===== src/rtl/hazard_ctrl.sv =====
// Pipeline interlock: load-use stall/bubble, memory-wait freeze with a watchdog,
// and saturating counters for bubble and freeze cycles.
module hazard_ctrl #(
    parameter int REG_WORDS = 32,
    parameter int ADDR_LEFT = $clog2(REG_WORDS) - 1,
    parameter int TIMEOUT   = 64,
    parameter int CNT_W     = 16
) (
    input  logic               clk,
    input  logic               rst,
    input  logic [ADDR_LEFT:0] r1_addr_s2,
    input  logic [ADDR_LEFT:0] r2_addr_s2,
    input  logic               r1_used_s2,
    input  logic               r2_used_s2,
    input  logic [ADDR_LEFT:0] waddr_s3,
    input  logic               rw_s3,
    input  logic               mem_rd_s3,
    input  logic               mem_req_s4,
    input  logic               mem_ready,
    input  logic               cnt_clr,
    output logic               stall,
    output logic               bubble_s3,
    output logic               freeze,
    output logic               mem_timeout,
    output logic [CNT_W-1:0]   load_stall_cnt,
    output logic [CNT_W-1:0]   mem_wait_cnt
);

    localparam int WC_W = $clog2(TIMEOUT + 1);

    typedef enum logic [1:0] {
        RUN       = 2'd0,
        MEM_WAIT  = 2'd1,
        TIMED_OUT = 2'd2
    } state_t;

    state_t            state;
    state_t            next_state;
    logic [WC_W-1:0]   wait_cnt;
    logic [WC_W-1:0]   next_wait_cnt;
    logic              load_hz;
    logic              mem_wait;
    logic              r1_hit;
    logic              r2_hit;

    assign r1_hit   = r1_used_s2 && (r1_addr_s2 == waddr_s3);
    assign r2_hit   = r2_used_s2 && (r2_addr_s2 == waddr_s3);
    assign load_hz  = rw_s3 && mem_rd_s3 && (waddr_s3 != '0) && (r1_hit || r2_hit);
    assign mem_wait = mem_req_s4 && !mem_ready;

    always_ff @(posedge clk or posedge rst) begin
        if (rst) begin
            state    <= RUN;
            wait_cnt <= '0;
        end else begin
            state    <= next_state;
            wait_cnt <= next_wait_cnt;
        end
    end

    // wait_cnt holds the number of freeze cycles already completed, so the current
    // waiting cycle is freeze number wait_cnt+1; the last allowed one moves to TIMED_OUT.
    always_comb begin
        next_state    = state;
        next_wait_cnt = wait_cnt;
        case (state)
            RUN: begin
                if (mem_wait) begin
                    next_state    = MEM_WAIT;
                    next_wait_cnt = WC_W'(1);
                end
            end
            MEM_WAIT: begin
                if (mem_ready || !mem_req_s4) begin
                    next_state    = RUN;
                    next_wait_cnt = '0;
                end else if (wait_cnt == WC_W'(TIMEOUT - 1)) begin
                    next_state = TIMED_OUT;
                end else begin
                    next_wait_cnt = wait_cnt + 1'b1;
                end
            end
            TIMED_OUT: begin
                next_state = TIMED_OUT;
            end
            default: begin
                next_state    = RUN;
                next_wait_cnt = '0;
            end
        endcase
    end

    always_comb begin
        stall       = 1'b0;
        bubble_s3   = 1'b0;
        freeze      = 1'b0;
        mem_timeout = 1'b0;
        if (!rst) begin
            if (state == TIMED_OUT) begin
                stall       = 1'b1;
                freeze      = 1'b1;
                mem_timeout = 1'b1;
            end else begin
                freeze    = mem_wait;
                stall     = mem_wait || load_hz;
                bubble_s3 = load_hz && !mem_wait;
            end
        end
    end

    // A clear wins over any increment arriving in the same cycle.
    always_ff @(posedge clk or posedge rst) begin
        if (rst) begin
            load_stall_cnt <= '0;
            mem_wait_cnt   <= '0;
        end else if (cnt_clr) begin
            load_stall_cnt <= '0;
            mem_wait_cnt   <= '0;
        end else begin
            if (bubble_s3 && (load_stall_cnt != '1)) begin
                load_stall_cnt <= load_stall_cnt + 1'b1;
            end
            if (freeze && (state != TIMED_OUT) && (mem_wait_cnt != '1)) begin
                mem_wait_cnt <= mem_wait_cnt + 1'b1;
            end
        end
    end

endmodule


===== config.mk =====
export PLATFORM = sky130hd
export DESIGN_NAME = hazard_ctrl
export DESIGN_NICKNAME = d
export VERILOG_FILES = /design/src/rtl/hazard_ctrl.sv
export SDC_FILE = /design/constraint.sdc
export NUM_CORES = 1
export LEC_CHECK = 0
export CAP_MARGIN = 15
export CORE_MARGIN = 2
export CORE_UTILIZATION = 45
export CTS_CLUSTER_SIZE = 25
export DETAILED_ROUTE_END_ITERATION = 10
export GPL_ROUTABILITY_DRIVEN = 0
export PLACE_DENSITY_LB_ADDON = 0.15
export SYNTH_ARGS = -nofsm -noshare
export SYNTH_HDL_FRONTEND = slang
export SYNTH_SLANG_ARGS = --single-unit

===== constraint.sdc =====
create_clock -name clk -period 3.9 [get_ports clk]
set_clock_uncertainty 0.05 [all_clocks]
set_input_delay 0.39 -clock clk [delete_from_list [all_inputs] [get_ports clk]]
set_output_delay 0.39 -clock clk [all_outputs]
set_load 0.01 [all_outputs]

==> reports/results.tsv <==
metric	value	unit
viasPerCell	5.62	
min_from	wait_cnt[6]$_DFFE_PP0P_	
drive_above_1_share	0.0569	
total_power	0.781	mW
synthArstFlopShare	1.00	
crit_path_end_kind	output port	
power.density	240	nW/um^2
setup_viol	0	
peakVddDrop	0.159	mV
first_pass_iters	4	
coreArea	5440	um^2
syn_area_per_cell	9.15	um^2
fillerInstances	466	
multi_input_area	1410	um^2
status	finished clean	
synth-seq-area-share	0.412	
tritoncts	yes	
synthMuxAreaShare	0.0307	
fin_cells	406	
gr-usage-met1	0.281	
clock_sinks	41	
use_met2	0.323	
crit_fanout	3	
grt_max_degree	29	
hold_viol_final	0	
wire_per_inst	14.6	um
ys.flop_type	dfrtp_1	
clk_latency	0.29	ns
setup_tns	0	ns
max_cap_viol_count	0	
wl	5.92	mm
dieHeight	78.4	um
initial_utilization	0.458	
crit_arrival	2.64	ns
period_share	0.791	
vias	2283	
slew_headroom	0.499	
drc	0	
drt-initial-drc-count	135	
grt_pass1_vias	2157	
synthSimpleGateAreaFrac	0.306	
synth_top_family_by_area	simple AND/OR/NAND/NOR gates	
antenna_found_initial	0	
yosys.area_share.xor_xnor	0.0704	
crit_start	waddr_s3[3]	
use_met3	0.0425	
cts_root_buf	clkbuf_8	
slew_viol_final	0	
grt_pass1_wl	10.2	mm
yosysWarnings	0	
hp-class	reg -> reg	
final-seq-area	1030	um^2
yosysMostFrequentCell	dfrtp_1	
cts_hold_buf	0	
pre_cts_slack	0.800	ns
gr-usage-all-layers	0.204	
synth_top_cell_by_area	dfrtp_1	
busiest_layer	met2	
max_freq	324	MHz
netlist_instances	272	
die_x	78.4	um
synth.cells.most_frequent	dfrtp_1 (41), nor2_1 (27), nand2_1 (22), xor2_1 (18), a21oi_1 (16)	
ant_nets	0	
ctsResizeCount	0	
cts_setup_buffers	0	
crit_type	in -> out	
setup_ws	0.816	ns
synth_edf_count	0	
synth-compound-area-share	0.143	
whs_path_depth	1	
reg2regPathDepth	6	
period_needed	3.08	ns
port_buffers	59	
h-tree-depth	2	
synthDistinctLibCells	48	
die-area	6140	um^2
rsz0062_at_grt	false	
cts_buffer_depth	2	
timing.rr.start	load_stall_cnt[0]$_DFFE_PP0P_	
dp_hpwl	4.30	mm
clk_pin_slew	0.08	ns
synth_top_area_share	0.412	
n_antenna_cell	0	
placementRows	27	
layout.nets	361	
ys_ff_latch	41	
startpoint_type	input port	
crit_required	3.46	ns
grt_overflow_total	0	
areaGrowthSynthToFinish	30.5	%
syn-cell-area	2490	um^2
syn-num-nets	299	
worst_pin_slew	0.750	ns
synth_fa_ha_area_frac	0.0151	
dp_cells	399	
power_leakage	1.27	nW
cts_buffers	5	
ioPinCount	60	
ys_top_cells_by_area	dfrtp_1 (41%), xor2_1 (6.3%), nor2_1 (4.1%)	
[worst max-delay path: stages]
cell,delay (ns)
clkdlybuf4s50_1,0.47
xor2_1,0.20
nor4_2,0.32
a32oi_2,0.16
or3b_1,0.39
a21oi_1,0.16
clkdlybuf4s50_1,0.56
[final cells by class]
type / instances / share of cell area
multi-input cells: 217 / 0.433
inverters: 7 / 0.00809
well taps: 72 / 0.0277
flip-flops and latches: 41 / 0.316
repair buffers: 62 / 0.189
clock buffers: 7 / 0.0266
[through the flow]
| step | util | cell area, um^2 | hold slack [ns] |
|---|---|---|---|
| global route | 0.597 | 3250 | 0.498 |
| detailed placement | 0.581 | 3160 | 0.432 |
| global placement | 0.581 | 3160 | 0.420 |
| floorplan | - | 2490 | 0.398 |
| CTS | 0.597 | 3250 | 0.462 |
| finish | 0.597 | 3250 | 0.469 |
[layout by cell type (no fill, tap or decap), types with 3 or more instances in the layout]
cell type and instances:
clkdlybuf4s50_1 59, dfrtp_1 41, nor2_1 27, nand2_1 22
xor2_1 18, a21oi_1 16, nand4_1 12, o21ai_0 12
nand3_1 11, and3_1 10, nor3_1 8, or3_1 8
inv_1 7, o31ai_1 6, o211ai_1 6, clkbuf_8 6
nor2b_1 5, mux2_1 5, nor4_1 4, and4_1 4
or4_1 4, o21a_1 4, o41ai_1 3, ha_1 3
buf_4 3
[flip-flops by register name (all words and copies together), names as in the netlist]
| signal | count |
|---|---|
| load_stall_cnt | 16 |
| mem_wait_cnt | 16 |
| wait_cnt | 7 |
| state | 2 |
[cell families after synthesis]
group | after synthesis
buf+inv | 14
compound gates | 55
flops | 41
xor+xnor | 20
mux | 7
fa+ha+maj | 3
simple gates | 132
[path summary, 6_finish.rpt]
path                                            endpoint  slack (ns)
max in group asynchronous  load_stall_cnt[6]$_DFFE_PP0P_        2.32
max reg2reg                load_stall_cnt[6]$_DFFE_PP0P_        1.74
min reg2reg                      wait_cnt[6]$_DFFE_PP0P_        0.47
min                              wait_cnt[6]$_DFFE_PP0P_        0.47
min in group asynchronous        wait_cnt[6]$_DFFE_PP0P_        0.70
max                                                stall        0.82
[where the power goes]
| part | switching, mW | total, mW | internal [mW] |
|---|---|---|---|
| logic | 0.0360 | 0.0703 | 0.0343 |
| registers | 0.000650 | 0.426 | 0.425 |
| clock network | 0.144 | 0.285 | 0.141 |
| total | 0.181 | 0.781 | 0.600 |
[metal layers]
| layer | vias to the layer above | routed length (um) |
|---|---|---|
| met5 | - | 0 |
| met4 | 0 | 51 |
| met3 | 4 | 203 |
| met2 | 60 | 2880 |
| met1 | 1076 | 2790 |
| li1 | 1143 | - |
Note: power is estimated with default switching activity, not from simulation.
